$ cat src/rtl/ks_adder_pipe.sv
// ks_adder_pipe: pipelined Kogge-Stone adder/subtractor with a valid/ready stream
// on both sides.
//
// Datapath: bit-level generate/propagate (carry-in folded into bit 0), then
// L = clog2(WIDTH) dot-operator prefix levels, then a sum/flag output register.
// With PIPE=1 every level is registered (latency L+2). With PIPE=0 only the
// output register remains (latency 1).
//
// Ports:
//   clk, rst_n            clock; asynchronous active-low reset (clears valids only)
//   in_valid / in_ready   operand beat handshake (in_ready = global advance)
//   a, b, cin, sub        operands; sub=1 computes a - b and ignores cin
//   out_valid / out_ready result handshake
//   sum, cout, ovf        result mod 2^WIDTH, carry out of MSB, signed overflow
module ks_adder_pipe #(
  parameter int WIDTH = 16,
  parameter bit PIPE  = 1'b1
) (
  input  logic             clk,
  input  logic             rst_n,
  input  logic             in_valid,
  output logic             in_ready,
  input  logic [WIDTH-1:0] a,
  input  logic [WIDTH-1:0] b,
  input  logic             cin,
  input  logic             sub,
  output logic             out_valid,
  input  logic             out_ready,
  output logic [WIDTH-1:0] sum,
  output logic             cout,
  output logic             ovf
);

  localparam int L = $clog2(WIDTH);

  logic out_valid_q;
  logic advance;

  // One global enable: every stage moves together, bubbles included, so a
  // stalled output freezes the whole pipe.
  assign advance  = !out_valid_q | out_ready;
  assign in_ready = advance;

  // Level 0 is the bit-level g/p stage; levels 1..L are prefix levels.
  // Each level presents st_* to the next: registered when PIPE=1, a wire otherwise.
  // The raw p vector and c0 ride along so the output stage needs nothing earlier.
  genvar gi;
  for (gi = 0; gi <= L; gi++) begin : lvl
    logic [WIDTH-1:0] g_d, pr_d, st_g, st_pr;
    logic             c0_d, v_d, st_c0, st_v;

    if (gi == 0) begin : g_bit
      logic [WIDTH-1:0] bx, gb, pb;
      always_comb begin
        bx    = sub ? ~b : b;
        c0_d  = sub ? 1'b1 : cin;
        gb    = a & bx;
        pb    = a ^ bx;
        g_d   = gb;
        // Carry-in folded into bit 0 so the prefix tree has no separate cin term.
        g_d[0] = gb[0] | (pb[0] & c0_d);
        pr_d  = pb;
        v_d   = in_valid;
      end
    end else begin : g_pre
      localparam int SPAN = 1 << (gi - 1);
      always_comb begin
        g_d = lvl[gi-1].st_g;
        for (int i = SPAN; i < WIDTH; i++) begin
          g_d[i] = lvl[gi-1].st_g[i] | (lvl[gi-1].g_p.st_p[i] & lvl[gi-1].st_g[i-SPAN]);
        end
        pr_d = lvl[gi-1].st_pr;
        c0_d = lvl[gi-1].st_c0;
        v_d  = lvl[gi-1].st_v;
      end
    end

    // Group propagate is only consumed by the following prefix level, so the
    // last level does not produce one.
    if (gi < L) begin : g_p
      logic [WIDTH-1:0] p_d, st_p;
      if (gi == 0) begin : g_p0
        assign p_d = pr_d;
      end else begin : g_pk
        localparam int SPAN = 1 << (gi - 1);
        always_comb begin
          p_d = lvl[gi-1].g_p.st_p;
          for (int i = SPAN; i < WIDTH; i++) begin
            p_d[i] = lvl[gi-1].g_p.st_p[i] & lvl[gi-1].g_p.st_p[i-SPAN];
          end
        end
      end
      if (PIPE) begin : g_pq
        logic [WIDTH-1:0] p_q;
        always_ff @(posedge clk) begin
          if (advance) p_q <= p_d;
        end
        assign st_p = p_q;
      end else begin : g_pw
        assign st_p = p_d;
      end
    end

    if (PIPE) begin : g_ff
      logic [WIDTH-1:0] g_q, pr_q;
      logic             c0_q, v_q;
      always_ff @(posedge clk or negedge rst_n) begin
        if (!rst_n)       v_q <= 1'b0;
        else if (advance) v_q <= v_d;
      end
      // Data needs no reset: it is only ever observed qualified by its valid.
      always_ff @(posedge clk) begin
        if (advance) begin
          g_q  <= g_d;
          pr_q <= pr_d;
          c0_q <= c0_d;
        end
      end
      assign st_g  = g_q;
      assign st_pr = pr_q;
      assign st_c0 = c0_q;
      assign st_v  = v_q;
    end else begin : g_wire
      assign st_g  = g_d;
      assign st_pr = pr_d;
      assign st_c0 = c0_d;
      assign st_v  = v_d;
    end
  end

  // Output stage: carry into bit i is G of bits [i-1:0] (c0 for bit 0).
  logic [WIDTH-1:0] carry, sum_d, sum_q;
  logic             cout_d, ovf_d, out_valid_d, cout_q, ovf_q;

  always_comb begin
    carry       = {lvl[L].st_g[WIDTH-2:0], lvl[L].st_c0};
    sum_d       = lvl[L].st_pr ^ carry;
    cout_d      = lvl[L].st_g[WIDTH-1];
    ovf_d       = carry[WIDTH-1] ^ cout_d;
    out_valid_d = lvl[L].st_v;
  end

  always_ff @(posedge clk or negedge rst_n) begin
    if (!rst_n)       out_valid_q <= 1'b0;
    else if (advance) out_valid_q <= out_valid_d;
  end

  always_ff @(posedge clk) begin
    if (advance) begin
      sum_q  <= sum_d;
      cout_q <= cout_d;
      ovf_q  <= ovf_d;
    end
  end

  assign out_valid = out_valid_q;
  assign sum       = sum_q;
  assign cout      = cout_q;
  assign ovf       = ovf_q;

endmodule

$ cat config.mk
export PLATFORM = sky130hd
export DESIGN_NAME = ks_adder_pipe
export DESIGN_NICKNAME = d
export VERILOG_FILES = /design/src/rtl/ks_adder_pipe.sv
export SDC_FILE = /design/constraint.sdc
export NUM_CORES = 1
export LEC_CHECK = 0
export ABC_AREA = 1
export CORE_ASPECT_RATIO = 0.7
export CORE_MARGIN = 2
export CORE_UTILIZATION = 58
export DETAILED_ROUTE_END_ITERATION = 10
export PLACE_DENSITY_LB_ADDON = 0.05
export SKIP_LAST_GASP = 1
export SLEW_MARGIN = 10
export SYNTH_ARGS = -nofsm -noshare
export SYNTH_HDL_FRONTEND = slang
export SYNTH_SLANG_ARGS = --single-unit
export TNS_END_PERCENT = 50
$ cat constraint.sdc
create_clock -name clk -period 7.38 [get_ports clk]
set_input_delay 0.738 -clock clk [delete_from_list [all_inputs] [get_ports clk]]
set_output_delay 0.738 -clock clk [all_outputs]
set_load 0.02 [all_outputs]
; ---- After elaboration in Yosys (flattened, before gate mapping)
; Index checks and enable logic that the tools add are counted.
[word_totals]
reg_bits = 237
in_bits = 38
output_inout_bits = 20
[classes]
bitwise_logic = 147
reduce_logical = 1
muxes = 2
[op_table]
columns = op, count
row1 = bitwise AND 1 bit, 91
row2 = bitwise OR 1 bit, 51
row3 = XOR 16 bit, 2
row4 = bitwise AND 16 bit, 1
row5 = two-way mux 16 bit, 1
row6 = inverter 16 bit, 1
row7 = logical NOT 1 bit, 1
row8 = two-way mux 1 bit, 1
row9 = XOR 1 bit, 1

; ---- Depth between registers and ports, before layout
; Gate-level depths: netlist of the first run.
[depth]
depth_word = 5
ltp_mapped = 6

; ---- Least setup slack after synthesis of the first run
; Ideal clock, no wire load.
[synth_timing]
kind = input to output
start = input port out_ready
end = output port in_ready
n_path_buf = 0
required_time_ns = 6.642
stages = 2
arrival_time_ns = 5.671
slack_ns = 0.971
cell_sequence = inv_1 > nand2_1
[synth_via]
elab_chain_cells = 1
[synth_lines]
columns = element, line_no
row1 = "start, declared", 28  ; input logic out_ready,
row2 = bitwise OR 1 bit, 41  ; assign advance = !out_valid_q | out_ready;
row3 = "end, declared", 22  ; output logic in_ready,
; No other way between the ends.

; ---- Worst setup path after layout of the first run
; Same ends and word-level chain as after synthesis.

==> results.sh, run 1 <==
export IMPL_holdBufCountCts=0
export IMPL_n_fill_cell=894
export IMPL_yosysSeqAreaShare_pct=83.3
export IMPL_grt_max_degree=80
export IMPL_cp_num_buf_inv=3
export IMPL_fin_util_pct=70.7
export IMPL_layout_cells_most_common_list="edfxtp_1 (217), nand2_1 (96), inv_1 (62)"
export IMPL_synth_seq_cells=223
export IMPL_drive_above_1_share_pct=5.39
export IMPL_syn_nets=518
export IMPL_initial_utilization_pct=60.1
export IMPL_slew_limit_headroom_pct=36.4
export IMPL_tns_ns=0
export IMPL_cpLargestDelayFamily="buffers and inverters"
export IMPL_grt_pass1_vias=3451
export IMPL_multi_input_area_um2=1080
export IMPL_io_buffers=57
export IMPL_cts_tree="built"
export IMPL_start_kind="input pin"
export IMPL_place_gp_congestion=0.759
export IMPL_fin_nets=598
export IMPL_dr_total_vias=3498
export IMPL_required_ns=6.64
export IMPL_drt_vias_per_instance=4.71
export IMPL_grt_antenna_before_repair=0
export IMPL_post_cts_buffers=0
export IMPL_routedWlPerCell_um=13.7
export IMPL_startpoint="out_ready"
export IMPL_grt_pass1_wl_um=16700
export IMPL_worstPathArrival_ns=2.74
export IMPL_cp_common_cell="clkdlybuf4s50_1"
export IMPL_endpoint_kind="output pin"
export IMPL_min_from="lvl[1].g_p.g_pq.p_q[0]$_DFFE_PP_"
export IMPL_holdWs_ns=0.413
export IMPL_period_needed_ns=3.48
export IMPL_antenna_cells=0
export IMPL_ctsResizeCount=0
export IMPL_dp_hpwl_um=6480
export IMPL_p_per_area_nw_per_um2=418
export IMPL_worst_pin_slew_ns=0.954
export IMPL_wirelength_um=10200
export IMPL_gr_total_overflow=0
export IMPL_crit_reg2reg_launch="out_valid$_DFFE_PN0P_"
export IMPL_insertion_delay_ns=0.48
export IMPL_seqCellArea_um2=6670
export IMPL_drc=0
export IMPL_yosysUniqueCellTypes=12
export IMPL_skew_ns=0.0129
export IMPL_coreArea_um2=13300
export IMPL_rsz0062_at_grt="false"
export IMPL_dr_wl_met3_um=491
export IMPL_io_pins=58
export IMPL_worstPathCellList="clkdlybuf4s50_1, inv_1, nand2_4, clkdlybuf4s50_1"
export IMPL_timing_fmax_mhz=287
export IMPL_drt_initial_drc_count=214
export IMPL_status="finished clean"
export IMPL_synth_cells=464
export IMPL_cts_buffers=21
export IMPL_yosysWarnings=0
export IMPL_area_growth_pct=17.7
export IMPL_row_count=35
export IMPL_power_mw=3.94
export IMPL_cp_slowest_cell="clkdlybuf4s50_1"
export IMPL_final_common_cell="edfxtp_1"
export IMPL_clk_path_buf_depth=3
export IMPL_worst_path_max_fanout=74
export IMPL_dieArea_um2=14800
export IMPL_synth_area_um2=8000
export IMPL_met2_length_um=4370
export IMPL_cpPeakStageDelay_ns=0.75
export IMPL_die_h_um=102
export IMPL_htreeDepth=1
export IMPL_period_share_pct=47.1
export IMPL_drt_met1_wl_um=5140
export IMPL_grt_usage_pct=14.7
export IMPL_maxSlewViolCount=0
export IMPL_cts_clk_slew_worst_paths_ns=0.06
export IMPL_critical_path_class="input pin to output pin"
export IMPL_cap_violations=0
export IMPL_final_hold_viol_count=0
export IMPL_route_top_layer_used="met4"
export IMPL_ant_nets=0
export IMPL_root_buffer="clkbuf_16"
export IMPL_p_leak_nw=3.92
export IMPL_postSynthAreaPerCell_um2=17.2
export IMPL_ir_worst_vdd_mv=0.237
export IMPL_dr_pass1_iters=4
export IMPL_cts_sinks=223
export IMPL_min_path_type="flip-flop to flip-flop"
export IMPL_die_x_um=144
export IMPL_finalSetupViolations=0
state kept, by name, summed over array words and instances (netlist names):
| signal | count |
|---|---|
| lvl.g_p.g_pq.p_q | 37 |
| out_valid | 1 |
| cout | 1 |
| lvl.g_ff.c0_q | 5 |
| lvl.g_ff.pr_q | 77 |
| lvl.g_ff.v_q | 5 |
| sum | 16 |
| lvl.g_ff.g_q | 80 |
| ovf | 1 |
synth_stat cells, drive strengths merged:
library cell,instances,area (um^2)
xor2,33,289
dfrtp,6,150
buf,2,31.3
ha,16,200
nand3,5,25.0
edfxtp,217,6520
a21o,24,180
inv,62,233
nand2,97,364
o21ai,1,5.00
or2,1,6.26
power by group:
part	internal (mW)	switching, mW
logic	0.244	0.336
clock network	0.557	0.414
registers	2.14	0.248
total	2.94	0.998
routing by layer:
metal,vias to the layer above,global-route usage [%]
met1,1627,22.8
li1,1776,-
met2,78,21.7
met5,-,0
met3,17,3.37
met4,0,3.58
cell families (layout without fill, tap and decap cells):
group	count (synthesis)	after routing	synth area share, %
adder cells (fa/ha/maj)	16	16	2.50
AND/OR/NAND/NOR	103	103	4.94
AO/OA/AOI/OAI	25	25	2.31
XOR/XNOR	33	33	3.61
flip-flops	223	223	83.3
buffers and inverters	64	157	3.30
worst paths after layout:
check / to / slack (ns) / cells after the start
worst max-delay path: in_ready / 3.90 / 4
worst max register to register: lvl[4].g_ff.g_q[14]$_DFFE_PP_ / 4.85 / 2
worst min-delay path: lvl[2].g_p.g_pq.p_q[0]$_DFFE_PP_ / 0.41 / 0
min in group asynchronous: lvl[2].g_ff.v_q$_DFFE_PN0P_ / 0.50 / 1
worst min register to register: lvl[2].g_p.g_pq.p_q[0]$_DFFE_PP_ / 0.41 / 0
max in group asynchronous: lvl[1].g_ff.v_q$_DFFE_PN0P_ / 6.67 / 1
worst reg2reg max path, cell delays in order, from the launching register on:
cell and delay [ns]:
dfrtp_1 0.47, nand2_4 0.71, buf_4 0.91
area by class of cell:
cell class | instances | area share, %
clock inverter | 11 | 0.837
timing repair buffer | 59 | 6.22
clock buffer | 25 | 5.74
inverter | 62 | 2.47
sequential | 223 | 70.8
multi-input combinational | 177 | 11.4
tap | 185 | 2.46
metrics by stage:
stage                     area (um^2)  setup WS [ns]  cells
after detailed placement         8790           3.86    706
after floorplan                  8000          0.971    464
after global routing             9410           3.76    742
after global placement           8790           3.85    706
after CTS                        9410           3.85    742
final                            9410           3.90    742
Power figures use the tool's default switching activity.
==> run 2, diff against run 1 <==
Settings changed: CORE_UTILIZATION 58 to 52.
Clock period 7.38 ns to 3 ns, I/O delays scaled along.
==> run 2 against run 1 <==
Die area grew 11%. Critical path depth shrank 2. Critical endpoint unchanged. Combinational power is 150% higher. Largest cell class unchanged. Clock power is 150% higher. Non-clock buffer count rose by 1. Power up 150%. Clock skew about the same. Setup slack got worse by 3.0 ns. First-iteration DRC count is 21% higher. Via count shrank 0.57%. Highest routed layer unchanged. Critical path type is now flip-flop to output pin.
==> results.sh, run 2 (synthesis results as in run 1) <==
export IMPL_dp_hpwl_um=6560
export IMPL_root_buffer="clkbuf_16"
export IMPL_tns_ns=0
export IMPL_rrSetupSlack_ns=1.34
export IMPL_period_needed_ns=2.06
export IMPL_cts_buffers=21
export IMPL_rsz0062_at_grt="false"
export IMPL_io_pins=58
export IMPL_dr_total_vias=3478
export IMPL_gr_total_overflow=0
export IMPL_startpoint="out_valid$_DFFE_PN0P_"
export IMPL_io_buffers=57
export IMPL_post_cts_buffers=0
export IMPL_reg_top3="lvl.g_ff.g_q (80), lvl.g_ff.pr_q (77), lvl.g_p.g_pq.p_q (37)"
export IMPL_layout_cells_non_filler=755
export IMPL_final_hold_viol_count=0
export IMPL_cts_sinks=223
export IMPL_grt_antenna_before_repair=0
export IMPL_coreArea_um2=14900
export IMPL_crit_reg2reg_launch="out_valid$_DFFE_PN0P_"
export IMPL_skew_ns=0.0131
export IMPL_clk_path_buf_depth=3
export IMPL_p_sw_mw=2.47
export IMPL_r2r_end="lvl[2].g_ff.g_q[11]$_DFFE_PP_"
export IMPL_top_register="lvl.g_ff.g_q"
export IMPL_final_common_cell="edfxtp_1"
export IMPL_internal_power_mw=7.25
export IMPL_cpPeakStageDelay_ns=0.61
export IMPL_finalSetupViolations=0
export IMPL_ctsResizeCount=0
export IMPL_cpLargestDelayFamily="buffers and inverters"
export IMPL_die_x_um=152
export IMPL_die_h_um=108
export IMPL_place_gp_congestion=0.732
export IMPL_ir_worst_vdd_mv=0.521
export IMPL_maxSlewViolCount=0
export IMPL_slew_limit_headroom_pct=51.1
export IMPL_r2r_cells=2
export IMPL_initial_utilization_pct=53.8
export IMPL_insertion_delay_ns=0.49
export IMPL_worstPathArrival_ns=1.76
export IMPL_sw_frac_of_total_pct=25.4
export IMPL_status="finished clean"
export IMPL_ant_nets=0
export IMPL_min_path_type="input pin to asynchronous set/reset pin"
export IMPL_grt_usage_pct=13.2
export IMPL_antenna_cells=0
export IMPL_grt_pass1_vias=3438
export IMPL_layout_cells_most_common_list="edfxtp_1 (217), nand2_1 (96), inv_1 (62)"
export IMPL_holdBufCountCts=0
export IMPL_grt_max_degree=144
export IMPL_fin_nets=599
export IMPL_wirelength_um=10300
export IMPL_drive_above_1_share_pct=6.07
export IMPL_comb_power_share_pct=14.9
export IMPL_required_ns=2.70
export IMPL_drt_initial_drc_count=258
export IMPL_worst_path_max_fanout=9
export IMPL_drc=0
export IMPL_grt_pass1_wl_um=17100
export IMPL_dr_pass1_iters=4
export IMPL_drt_vias_per_instance=4.61
export IMPL_area_growth_pct=18.5
export IMPL_start_kind="flip-flop"
export IMPL_endpoint_kind="output pin"
export IMPL_largest_reg_flops=80
export IMPL_period_share_pct=68.7
export IMPL_timing_fmax_mhz=485
export IMPL_clockPowerShare_pct=24.8
export IMPL_cap_violations=0
export IMPL_seq_power_share_pct=60.3
export IMPL_dieArea_um2=16400
export IMPL_cp_slowest_cell="clkdlybuf4s50_1"
export IMPL_worstPathCellList="nand2_8, clkdlybuf4s50_1"
export IMPL_p_leak_nw=3.95
export IMPL_cts_clk_slew_worst_paths_ns=0.06
export IMPL_cts_tree="built"
export IMPL_routedWlPerCell_um=13.6
export IMPL_row_count=37
export IMPL_cp_num_buf_inv=1
export IMPL_worst_pin_slew_ns=0.733
export IMPL_htreeDepth=1
export IMPL_placed_cells=717
export IMPL_p_per_area_nw_per_um2=1030
export IMPL_critical_path_class="flip-flop to output pin"
[run 2: worst max-delay path by stage]
stage	cells after the start	slack, ns	to
2_1_floorplan	1	0.47	cout$_DFFE_PP_
3_3_place_gp	4	1.0	sum[14]$_DFFE_PP_
3_5_place_dp	4	0.96	sum[14]$_DFFE_PP_
4_1_cts	2	0.91	in_ready
5_1_grt	2	0.87	in_ready
6_report	2	0.94	in_ready
[run 2: area by class of cell]
cell class / instances / area, um^2
Sequential cell: 223 / 6670
Fill cell: 1079 / 5380
Clock buffer: 24 / 537
Inverter: 62 / 233
Tap cell: 195 / 244
Multi-Input combinational cell: 177 / 1090
Timing Repair Buffer: 60 / 618
Clock inverter: 14 / 93.8
[run 2: worst reg2reg max path, cell delays in order, from the launching register on]
cell	delay, ns
dfrtp_1	0.50
nand2_8	0.17
buf_12	0.53
[run 2: power by group through the flow]
stage / Combinational (mW) / Clock (mW) / Sequential [mW]
6_report: 1.44 / 2.41 / 5.86
5_1_grt: 1.62 / 2.59 / 6.03
4_1_cts: 1.47 / 2.48 / 5.90
3_5_place_dp: 1.47 / 0 / 5.96
3_3_place_gp: 1.44 / 0 / 5.90
2_1_floorplan: 0.744 / 0 / 5.92
[run 2: routing by layer]
metal,part of all wire (%),global-route usage [%]
met5,0,0
met4,1.8,3.60
met3,5.0,3.58
met2,43,19.7
met1,50,19.3
[run 2: metrics by stage]
stage          util (%)  setup slack (ns)  hold slack, ns  area (um^2)  total power [mW]
2_1_floorplan         -             0.474         0.00441         8010              6.67
3_3_place_gp       59.5             0.996           0.402         8850              7.35
3_5_place_dp       59.5             0.957           0.405         8850              7.42
4_1_cts            63.8             0.913          0.0381         9480              9.85
5_1_grt            63.8             0.871          0.0513         9480              10.2
6_report           63.8             0.939          0.0467         9480              9.72
